File: src/rtl/cvxif_mac_pkg.sv
// ---------------------------------------------------------------------------
// cvxif_mac_pkg
// Shared definitions for the CV-X-IF multiply-accumulate coprocessor:
//   - custom-3 opcode / funct7 / funct3 encodings
//   - FSM state enum and decoded operation enum
//   - issue_latch_t, the per-transaction record captured at issue
//   - decode helpers used by the top-level issue logic
// ---------------------------------------------------------------------------
package cvxif_mac_pkg;

    // Default datapath and transaction-ID widths. The top-level parameters
    // default to these and the issue latch is sized from them.
    localparam int unsigned MacXlen    = 32;
    localparam int unsigned MacIdWidth = 2;

    localparam logic [6:0] OPCODE_CUSTOM3 = 7'b1111011;
    localparam logic [6:0] FUNCT7_MAC     = 7'b0000000;

    localparam logic [2:0] FUNCT3_MACC   = 3'b000;
    localparam logic [2:0] FUNCT3_ACCRD  = 3'b001;
    localparam logic [2:0] FUNCT3_ACCCLR = 3'b010;

    typedef enum logic [1:0] {
        ST_IDLE   = 2'd0,
        ST_BUSY   = 2'd1,
        ST_RESULT = 2'd2
    } mac_state_e;

    typedef enum logic [1:0] {
        OP_MACC   = 2'd0,
        OP_ACCRD  = 2'd1,
        OP_ACCCLR = 2'd2
    } mac_op_e;

    typedef struct packed {
        logic [MacIdWidth-1:0] id;
        logic [4:0]            rd;
        mac_op_e               op;
        logic [MacXlen-1:0]    rs1;
        logic [MacXlen-1:0]    rs2;
    } issue_latch_t;

    // True when the instruction word belongs to this coprocessor's
    // custom-3 space (opcode and funct7 both match).
    function automatic logic is_mac_space(input logic [31:0] instr);
        return (instr[6:0] == OPCODE_CUSTOM3) && (instr[31:25] == FUNCT7_MAC);
    endfunction

    // Maps funct3 to an operation; unknown encodings fall back to ACCRD,
    // but the accept logic rejects them so the value is never used.
    function automatic mac_op_e decode_op(input logic [2:0] funct3);
        case (funct3)
            FUNCT3_MACC:   return OP_MACC;
            FUNCT3_ACCCLR: return OP_ACCCLR;
            default:       return OP_ACCRD;
        endcase
    endfunction

endpackage

File: src/rtl/cvxif_mac_mul_iter.sv
// ---------------------------------------------------------------------------
// cvxif_mac_mul_iter
// Iterative XLEN x XLEN -> XLEN (truncated) shift-add multiplier that
// consumes 8 bits of the multiplier operand per cycle over 4 cycles.
//
// Ports:
//   i_clk      clock
//   i_rst_n    asynchronous active-low reset
//   i_start    load operands and restart the 4-step sequence
//   i_a        multiplier operand (consumed a byte at a time, LSB first)
//   i_b        multiplicand operand
//   o_done     high in the final step cycle and held until the next start
//   o_product  truncated product; valid whenever o_done is high
// ---------------------------------------------------------------------------
module cvxif_mac_mul_iter
    import cvxif_mac_pkg::*;
#(
    parameter int unsigned XLEN = MacXlen
) (
    input  logic            i_clk,
    input  logic            i_rst_n,
    input  logic            i_start,
    input  logic [XLEN-1:0] i_a,
    input  logic [XLEN-1:0] i_b,
    output logic            o_done,
    output logic [XLEN-1:0] o_product
);

    logic [XLEN-1:0] r_a;
    logic [XLEN-1:0] r_b;
    logic [XLEN-1:0] r_prod;
    logic [1:0]      r_count;
    logic            r_active;
    logic            r_done;

    logic [XLEN-1:0] w_step;
    logic [XLEN-1:0] w_partial;
    logic            w_lastStep;

    // One partial product per cycle: the low byte of the shifted multiplier
    // times the already-aligned multiplicand, accumulated modulo 2^XLEN.
    assign w_step     = r_b * XLEN'(r_a[7:0]);
    assign w_partial  = r_prod + w_step;
    assign w_lastStep = r_active && (r_count == 2'd3);

    // Done is raised combinationally in the last step so the caller can
    // act on the complete product in the same cycle it is formed.
    assign o_done    = r_done || w_lastStep;
    assign o_product = r_done ? r_prod : w_partial;

    always_ff @(posedge i_clk or negedge i_rst_n) begin
        if (!i_rst_n) begin
            r_a      <= '0;
            r_b      <= '0;
            r_prod   <= '0;
            r_count  <= 2'd0;
            r_active <= 1'b0;
            r_done   <= 1'b0;
        end else if (i_start) begin
            r_a      <= i_a;
            r_b      <= i_b;
            r_prod   <= '0;
            r_count  <= 2'd0;
            r_active <= 1'b1;
            r_done   <= 1'b0;
        end else if (r_active) begin
            r_a     <= r_a >> 8;
            r_b     <= r_b << 8;
            r_prod  <= w_partial;
            r_count <= r_count + 2'd1;
            if (w_lastStep) begin
                r_active <= 1'b0;
                r_done   <= 1'b1;
            end
        end
    end

endmodule

File: src/rtl/cvxif_mac_coprocessor.sv
// ---------------------------------------------------------------------------
// cvxif_mac_coprocessor
// Single-entry CV-X-IF responder implementing custom-3 MACC / ACCRD / ACCCLR
// against an internal accumulator. Work is speculative until the matching
// commit arrives; a matching kill discards it without touching the
// accumulator.
//
// Ports:
//   clk_i, rst_ni                      clock, async active-low reset
//   issue_valid_i / issue_ready_o      issue handshake
//   issue_instr_i, issue_id_i          instruction word and transaction ID
//   issue_rs_i, issue_rs_valid_i       {rs2, rs1} operands and their valids
//   issue_accept_o, issue_writeback_o  combinational decode response
//   commit_valid_i, commit_id_i,
//   commit_kill_i                      commit / kill strobe
//   result_valid_o / result_ready_i    result handshake
//   result_id_o, result_data_o,
//   result_rd_o, result_we_o           registered result payload
// ---------------------------------------------------------------------------
module cvxif_mac_coprocessor
    import cvxif_mac_pkg::*;
#(
    parameter int unsigned XLEN    = MacXlen,
    parameter int unsigned IdWidth = MacIdWidth
) (
    input  logic                 clk_i,
    input  logic                 rst_ni,
    input  logic                 issue_valid_i,
    output logic                 issue_ready_o,
    input  logic [31:0]          issue_instr_i,
    input  logic [IdWidth-1:0]   issue_id_i,
    input  logic [2*XLEN-1:0]    issue_rs_i,
    input  logic [1:0]           issue_rs_valid_i,
    output logic                 issue_accept_o,
    output logic                 issue_writeback_o,
    input  logic                 commit_valid_i,
    input  logic [IdWidth-1:0]   commit_id_i,
    input  logic                 commit_kill_i,
    output logic                 result_valid_o,
    input  logic                 result_ready_i,
    output logic [IdWidth-1:0]   result_id_o,
    output logic [XLEN-1:0]      result_data_o,
    output logic [4:0]           result_rd_o,
    output logic                 result_we_o
);

    mac_state_e       r_state;
    logic             r_issueReady;
    issue_latch_t     r_latch;
    logic             r_committed;
    logic [XLEN-1:0]  r_acc;
    logic             r_resultValid;
    logic [IdWidth-1:0] r_resultId;
    logic [XLEN-1:0]  r_resultData;
    logic [4:0]       r_resultRd;
    logic             r_resultWe;

    mac_state_e       w_nextState;
    mac_op_e          w_op;
    logic             w_accept;
    logic             w_issueFire;
    logic             w_commitIssue;
    logic             w_commitBusy;
    logic             w_done;
    logic             w_mulStart;
    logic             w_mulDone;
    logic [XLEN-1:0]  w_product;
    logic             w_loadLatch;
    logic             w_enterResult;
    logic [XLEN-1:0]  w_resultData;
    logic             w_unusedBits;

    // The register-index fields of the instruction are not needed (operands
    // arrive on issue_rs_i), and the latched operands are kept only as a
    // record of the transaction; the multiplier holds its own working copy.
    assign w_unusedBits = ^{issue_instr_i[24:15], r_latch.rs1, r_latch.rs2};

    // Decode is purely combinational on the instruction and operand valids
    // so the core sees accept/writeback in the handshake cycle.
    always_comb begin
        w_accept = 1'b0;
        w_op     = decode_op(issue_instr_i[14:12]);
        if (is_mac_space(issue_instr_i)) begin
            case (issue_instr_i[14:12])
                FUNCT3_MACC:   w_accept = &issue_rs_valid_i;
                FUNCT3_ACCRD:  w_accept = 1'b1;
                FUNCT3_ACCCLR: w_accept = 1'b1;
                default:       w_accept = 1'b0;
            endcase
        end
    end

    assign issue_accept_o    = w_accept;
    assign issue_writeback_o = w_accept;

    assign w_issueFire   = issue_valid_i && r_issueReady && w_accept;
    assign w_commitIssue = commit_valid_i && (commit_id_i == issue_id_i);
    assign w_commitBusy  = commit_valid_i && (commit_id_i == r_latch.id);
    assign w_done        = (r_latch.op == OP_MACC) ? w_mulDone : 1'b1;

    cvxif_mac_mul_iter #(
        .XLEN (XLEN)
    ) u_mul (
        .i_clk     (clk_i),
        .i_rst_n   (rst_ni),
        .i_start   (w_mulStart),
        .i_a       (issue_rs_i[XLEN-1:0]),
        .i_b       (issue_rs_i[2*XLEN-1:XLEN]),
        .o_done    (w_mulDone),
        .o_product (w_product)
    );

    // Value written to rd (and, for MACC/ACCCLR, to the accumulator) when
    // the transaction retires into RESULT.
    always_comb begin
        w_resultData = r_acc;
        case (r_latch.op)
            OP_MACC:   w_resultData = r_acc + w_product;
            OP_ACCCLR: w_resultData = '0;
            default:   w_resultData = r_acc;
        endcase
    end

    // Next-state logic. A commit arriving in the same cycle that the work
    // finishes counts immediately, which is what lets a cycle-4 commit still
    // produce a cycle-5 MACC result. A matching kill wins over completion.
    always_comb begin
        w_nextState   = r_state;
        w_loadLatch   = 1'b0;
        w_mulStart    = 1'b0;
        w_enterResult = 1'b0;
        case (r_state)
            ST_IDLE: begin
                if (w_issueFire && !(w_commitIssue && commit_kill_i)) begin
                    w_loadLatch = 1'b1;
                    w_mulStart  = (w_op == OP_MACC);
                    w_nextState = ST_BUSY;
                end
            end
            ST_BUSY: begin
                if (w_commitBusy && commit_kill_i) begin
                    w_nextState = ST_IDLE;
                end else if (w_done && (r_committed || w_commitBusy)) begin
                    w_enterResult = 1'b1;
                    w_nextState   = ST_RESULT;
                end
            end
            ST_RESULT: begin
                if (result_ready_i) begin
                    w_nextState = ST_IDLE;
                end
            end
            default: begin
                w_nextState = ST_IDLE;
            end
        endcase
    end

    // State register plus a registered copy of "next state is IDLE" so that
    // issue_ready_o comes straight from a flop.
    always_ff @(posedge clk_i or negedge rst_ni) begin
        if (!rst_ni) begin
            r_state      <= ST_IDLE;
            r_issueReady <= 1'b1;
        end else begin
            r_state      <= w_nextState;
            r_issueReady <= (w_nextState == ST_IDLE);
        end
    end

    // Transaction record and commit tracking. A non-kill commit may already
    // be present in the issue cycle, so it is sampled together with the latch.
    always_ff @(posedge clk_i or negedge rst_ni) begin
        if (!rst_ni) begin
            r_latch     <= '0;
            r_committed <= 1'b0;
        end else if (w_loadLatch) begin
            r_latch     <= '{id:  issue_id_i,
                             rd:  issue_instr_i[11:7],
                             op:  w_op,
                             rs1: issue_rs_i[XLEN-1:0],
                             rs2: issue_rs_i[2*XLEN-1:XLEN]};
            r_committed <= w_commitIssue && !commit_kill_i;
        end else if (w_enterResult) begin
            r_committed <= 1'b0;
        end else if ((r_state == ST_BUSY) && w_commitBusy && !commit_kill_i) begin
            r_committed <= 1'b1;
        end
    end

    // Accumulator only changes on retirement, so killed work never leaks in.
    always_ff @(posedge clk_i or negedge rst_ni) begin
        if (!rst_ni) begin
            r_acc <= '0;
        end else if (w_enterResult && (r_latch.op != OP_ACCRD)) begin
            r_acc <= w_resultData;
        end
    end

    // Result channel registers: loaded on entry to RESULT and held stable
    // until the core takes the result.
    always_ff @(posedge clk_i or negedge rst_ni) begin
        if (!rst_ni) begin
            r_resultValid <= 1'b0;
            r_resultId    <= '0;
            r_resultData  <= '0;
            r_resultRd    <= '0;
            r_resultWe    <= 1'b0;
        end else if (w_enterResult) begin
            r_resultValid <= 1'b1;
            r_resultId    <= r_latch.id;
            r_resultData  <= w_resultData;
            r_resultRd    <= r_latch.rd;
            r_resultWe    <= 1'b1;
        end else if ((r_state == ST_RESULT) && result_ready_i) begin
            r_resultValid <= 1'b0;
            r_resultWe    <= 1'b0;
        end
    end

    assign issue_ready_o  = r_issueReady;
    assign result_valid_o = r_resultValid;
    assign result_id_o    = r_resultId;
    assign result_data_o  = r_resultData;
    assign result_rd_o    = r_resultRd;
    assign result_we_o    = r_resultWe;

endmodule
File: config.mk
export PLATFORM = sky130hd
export DESIGN_NAME = cvxif_mac_coprocessor
export DESIGN_NICKNAME = d
export VERILOG_FILES = /design/src/rtl/cvxif_mac_pkg.sv /design/src/rtl/cvxif_mac_mul_iter.sv /design/src/rtl/cvxif_mac_coprocessor.sv
export SDC_FILE = /design/constraint.sdc
export NUM_CORES = 1
export LEC_CHECK = 0
export ABC_AREA = 1
export CAP_MARGIN = 25
export CORE_AREA = 2 2 248 177
export DETAILED_ROUTE_END_ITERATION = 16
export DIE_AREA = 0 0 250 179
export GPL_ROUTABILITY_DRIVEN = 1
export GPL_TIMING_DRIVEN = 1
export HOLD_SLACK_MARGIN = 0.03
export RECOVER_POWER = 50
export SLEW_MARGIN = 5
export SYNTH_ARGS = -nofsm -noshare
export SYNTH_HDL_FRONTEND = slang
export SYNTH_HIERARCHICAL = 1
export SYNTH_SLANG_ARGS = --single-unit
File: constraint.sdc
create_clock -name clk_i -period 11.3 [get_ports clk_i]
set_clock_uncertainty 0.05 [all_clocks]
set_input_delay 1.695 -clock clk_i [delete_from_list [all_inputs] [get_ports clk_i]]
set_output_delay 1.695 -clock clk_i [all_outputs]
set_load 0.01 [all_outputs]
Word-level counts from Yosys, hierarchy flattened
Cells that the tools add are included.
Storage, ports and cells
  flip-flop bits (word level): 185
  bits of input ports: 108
  output and inout port bits: 44
  logic and storage cells: 100
Cells by class
  add/sub/neg operators: 3
  $mul: 1
  eq/ne operators: 10
  muxes and demuxes: 37
  reductions and logical operators: 32
Operators by type and width (count)
  32-bit 2-to-1 mux: 7
  32-bit adder: 2
  32-bit case mux with 2 select lines: 1
  32-bit by 8-bit multiplier with 32-bit output: 1
  1-bit 2-to-1 mux: 20
  1-bit logical AND: 15
  2-bit 2-to-1 mux: 6
  2-bit zero test: 4
  7-bit equality test, second input constant: 1
  7-bit zero test: 1
  2-bit equality test, second input constant: 3
  2-bit case mux with 3 select lines: 1
  2-bit nonzero test: 3
  2-bit equality test: 2
  2-bit case mux with 2 select lines: 1
  2-bit AND reduction: 2
  3-bit by 1-bit equality test with 1-bit output, second input constant: 1
  3-bit by 2-bit equality test with 1-bit output, second input constant: 1
  3-bit zero test: 1
  3-bit nonzero test: 1
  2-bit by 1-bit adder with 2-bit output, second input constant: 1
  2-bit by 1-bit equality test with 1-bit output, second input constant: 1
  1-bit zero test: 2
  1-bit logical OR: 2
  other kinds (3): 3

Depth between registers and ports, before layout
  depth after elaboration: 10
  gate-level depth with buffers: 38
  mapped depth without buffers: 36

Cells and area by module
Netlist, hierarchy kept.
Modules (own cells, without submodules)
  cvxif_mac_mul_iter: instances 1, cells an instance 1742, area each 12761.0 um2, sequential area each 2502.4 um2
  cvxif_mac_coprocessor: instances 1, cells an instance 968, area each 6125.9 um2, sequential area each 2128.3 um2

Worst setup path before layout
No wires, ideal clock.
  path type: register to register
  start: register u_mul.r_a[3]
  end: register r_resultData[28], in the netlist result_data_o[28]
  library setup time: 0.117 ns
  arrival time: 5.514 ns
  data required time: 11.133 ns
  slack: 5.619 ns
  cell stages (with the launch flop): 34
  path buffers: 2
  clock period less this slack: 5.681 ns
  cells stage by stage: dfrtp_1 clkbuf_1 buf_1 nand2_1 fa_1 fa_1 inv_1 fa_1 inv_1 fa_1 inv_1 ha_1 inv_1 o21bai_1 a21oi_1 nand2_2 nand2_1 nand2_2 or2_1 nand3_1 o21ai_0 ha_1 nand2_1 nor2_1 inv_1 nor2_1 and2_1 nand2_1 nand2_1 nand2_1 nand3_1 nand2_1 nand2_1 nand2_1
On the way
  word-level cells in the longest chain between the ends: 5
RTL lines
  start, declared: RTL line cvxif_mac_mul_iter.sv:29  | logic [XLEN-1:0] r_a;
  start signal, assigned: RTL line cvxif_mac_mul_iter.sv:60  | r_a <= i_a;
  start signal, assigned: RTL line cvxif_mac_mul_iter.sv:67  | r_a <= r_a >> 8;
  32-bit by 8-bit multiplier with 32-bit output: RTL line cvxif_mac_mul_iter.sv:42  | assign w_step = r_b * XLEN'(r_a[7:0]);
  32-bit adder: RTL line cvxif_mac_mul_iter.sv:43  | assign w_partial = r_prod + w_step;
  32-bit 2-to-1 mux: RTL line cvxif_mac_mul_iter.sv:49  | assign o_product = r_done ? r_prod : w_partial;
  via w_product[18]: RTL line cvxif_mac_coprocessor.sv:67  | logic [XLEN-1:0] w_product;
  32-bit adder: RTL line cvxif_mac_coprocessor.sv:118  | OP_MACC: w_resultData = r_acc + w_product;
  32-bit case mux with 2 select lines: RTL line cvxif_mac_coprocessor.sv:117  | case (r_latch.op)
  end signal, assigned: RTL line cvxif_mac_coprocessor.sv:212  | r_resultData <= w_resultData;
  end, declared: RTL line cvxif_mac_coprocessor.sv:54  | logic [XLEN-1:0] r_resultData;
The timed path passes the listed nets, and every way through them passes these cells.
A chain may end at the register's enable or synchronous reset.

==> impl_metrics.env <==
export IMPL_initial_utilization=0.442
export IMPL_required_ns=11.31
export IMPL_ys_flop_type="dfrtp_1"
export IMPL_crit_start="rst_ni"
export IMPL_critPathLaunchType="primary input"
export IMPL_cts_hold_buf=0
export IMPL_grt_max_degree=72
export IMPL_synthesis_area_um2=18900
export IMPL_p_sw_frac=0.345
export IMPL_drive_gt1_frac=0.0326
export IMPL_place_gp_congestion=0.876
export IMPL_drv_cap=3
export IMPL_m1WireLength_um=26200
export IMPL_syn_to_final_growth_pct=12.7
export IMPL_p_seq_frac=0.401
export IMPL_rr_endpoint="result_data_o[27]"
export IMPL_die_y_um=179
export IMPL_cellPowerDensity_nw_per_um2=86.7
export IMPL_switchingPower_w=0.000637
export IMPL_path_max_fanout=71
export IMPL_ys_seq_elements=185
export IMPL_setup_worst_path_end_class="async pin"
export IMPL_drt_total_wl_um=53000
export IMPL_critical_path_buf_inv_count=2
export IMPL_crit_type="in2async"
export IMPL_drt_iter0_drc=977
export IMPL_outcome="finished with violations"
export IMPL_worstHoldPathCells=2
export IMPL_synth_warnings=6
export IMPL_async_flop_share=1.00
export IMPL_antenna_cells=0
export IMPL_slew_limit_headroom=-1.96
export IMPL_tightest_slew_ns=4.44
export IMPL_syn_inst=2710
export IMPL_wl_met2_um=23100
export IMPL_antenna_found_initial=1
export IMPL_route_detailed_drc=0
export IMPL_cp_arrival_ns=6.81
export IMPL_hpwl_um=41400
export IMPL_root_buffer="clkbuf_16"
export IMPL_p_clk_frac=0.348
export IMPL_placed_cells=3318
export IMPL_post_cts_buffers=0
export IMPL_cp_slowest_cell="clkbuf_1"
export IMPL_rows=64
export IMPL_seq_area_frac_synth=0.245
export IMPL_leakagePower_nw=12.5
export IMPL_final_period_utilization=0.602
export IMPL_cts_reportedPaths_clkPinSlew_ns=0.08
export IMPL_vias=16500
export IMPL_setup_tns_final_ns=0
export IMPL_cts_tree="done"
export IMPL_ir_drop_mv=0.108
export IMPL_cts_buffers=17
export IMPL_instances_no_fill=3352
export IMPL_grt_pass1_vias=16100
export IMPL_post_cts_resized=0
export IMPL_synth_cell_types=51
export IMPL_final_cell_mix="952 x nand2_1, 612 x inv_1, 187 x fa_1, 184 x dfrtp_1, 135 x nand3_1"
export IMPL_crit_end="u_mul/r_b[21]"
export IMPL_rrSetupSlack_ns=4.70
export IMPL_hold_viol=0
export IMPL_setup_violations=0
export IMPL_grt_pass1_wl_um=86900
export IMPL_die_w_um=250
export IMPL_synth_edf_count=0
export IMPL_fillers=4355
export IMPL_cp_top_family="buffers and inverters"
export IMPL_final_core_util=0.498
export IMPL_mostFrequentLayoutCell="nand2_1"
export IMPL_clock_latency_ns=0.48
export IMPL_max_stage_delay_ns=3.04
export IMPL_viasPerCell=4.93
export IMPL_gr_usage_all_layers=0.247
export IMPL_io_buffer_count=141
export IMPL_synth_nets=3078
export IMPL_wl_per_cell_um=15.8
export IMPL_avgSynthCellArea_um2=6.97
export IMPL_highest_layer="met4"
export IMPL_max_freq_mhz=147
export IMPL_violations="capacitance limit, slew limit"
export IMPL_crit_chain="clkbuf_1, clkbuf_1"
export IMPL_power_frac_comb=0.251
export IMPL_rr_worst_depth=31
export IMPL_fin_hold_ws_ns=0.425
export IMPL_cpMostUsedCell="clkbuf_1"
export IMPL_drv_slew=178
export IMPL_p_int_w=0.00121
export IMPL_rsz0062_at_grt="no"
export IMPL_hold_class="reg2reg"
export IMPL_core_area_um2=42800
export IMPL_timing_final_crit_period_ns=6.80
export IMPL_die_area_um2=44800
export IMPL_ant_nets=0
export IMPL_firstDrtPassIters=5
export IMPL_finalNetCount=3146
export IMPL_io_pins=152
export IMPL_cts_sinks=185
export IMPL_regToRegStartpoint="u_mul/r_a[0]"
export IMPL_crit_cells=2
export IMPL_ctsHtreeMaxLevel=4
export IMPL_met3_length_um=2890
export IMPL_overflow=0
export IMPL_clk_path_buf_depth=2
through the flow:
step           cell area [um2]  total power (W)  setup WS, ns
5_1_grt                  21300          0.00196          3.32
3_3_place_gp             20600          0.00122          4.43
4_1_cts                  21300          0.00187          4.67
6_report                 21300          0.00185          4.50
3_5_place_dp             20700          0.00122          4.72
2_1_floorplan            18900          0.00103          5.62
logic make-up after synthesis:
kind of cell               Yosys count  synth area share
adders and majority gates          260             0.247
xor gates and xnor gates            16           0.00742
buffers and inverters              729             0.151
and+or+nand+nor                   1255             0.270
DFF                                185             0.245
AOI/OAI and AO/OA                  265            0.0799
area by class of cell:
cell class	count	area, um2	share of cell area
Clock buffer	17	425	0.0200
Clock inverter	15	185	0.00870
Inverter	619	2330	0.109
Multi-Input combinational cell	1796	11400	0.536
Sequential cell	185	4630	0.218
Tap cell	561	702	0.0330
Timing Repair Buffer	159	1610	0.0756
power by group through the flow:
stage,clock (W),combinational [W],sequential [W]
after global routing,0.000690,0.000524,0.000748
final,0.000643,0.000463,0.000740
after CTS,0.000662,0.000470,0.000742
after detailed placement,0,0.000467,0.000755
after floorplan,0,0.000268,0.000758
after global placement,0,0.000463,0.000753
per-layer routing:
metal	vias to the layer above	GRT usage
met4	0	0.0516
met5	-	0
met2	392	0.378
li1	8199	-
met3	38	0.0389
met1	7885	0.370
worst min-delay path by stage:
stage,start,end,slack (ns)
CTS,r_latch[67],result_rd_o[1],0.44
finish,result_data_o[18],result_data_o[18],0.42
detailed placement,r_latch[67],result_rd_o[1],0.41
floorplan,r_latch[67],r_latch[67],0.39
global route,u_mul/r_a[10],u_mul/r_a[10],0.47
global placement,r_latch[67],r_latch[67],0.41
flip-flops by register name, summed over array words and instances (netlist names):
name	cells
r_acc	32
result_data_o	32
u_mul/r_a	32
u_mul/r_b	32
u_mul/r_prod	32
r_latch	9
result_rd_o	5
r_state	2
result_id_o	2
u_mul/r_count	2
issue_ready_o	1
r_committed	1
result_we_o	1
u_mul/r_active	1
u_mul/r_done	1
cells in the mapped netlist (all sizes together) (2+ instances only):
cell	instances	area [um2]
o21ai	132	664
and2	2	12.5
nand3	136	686
xnor2	10	87.6
inv	618	2320
o211ai	8	60.1
ha	73	913
clkbuf	68	255
or2	8	50.0
xor2	6	52.6
o21bai	10	75.1
a21oi	69	368
o22ai	20	125
nor3	18	105
fa	187	3740
o221ai	9	85.1
nand3b	5	37.5
a21o	4	30.0
nor2	106	435
buf	42	262
a22oi	9	67.6
nor4	2	18.8
o21a	2	15.0
nand4	15	93.8
nand2	961	3650
dfrtp	184	4600
No activity file was read; power rests on OpenSTA's default activity.
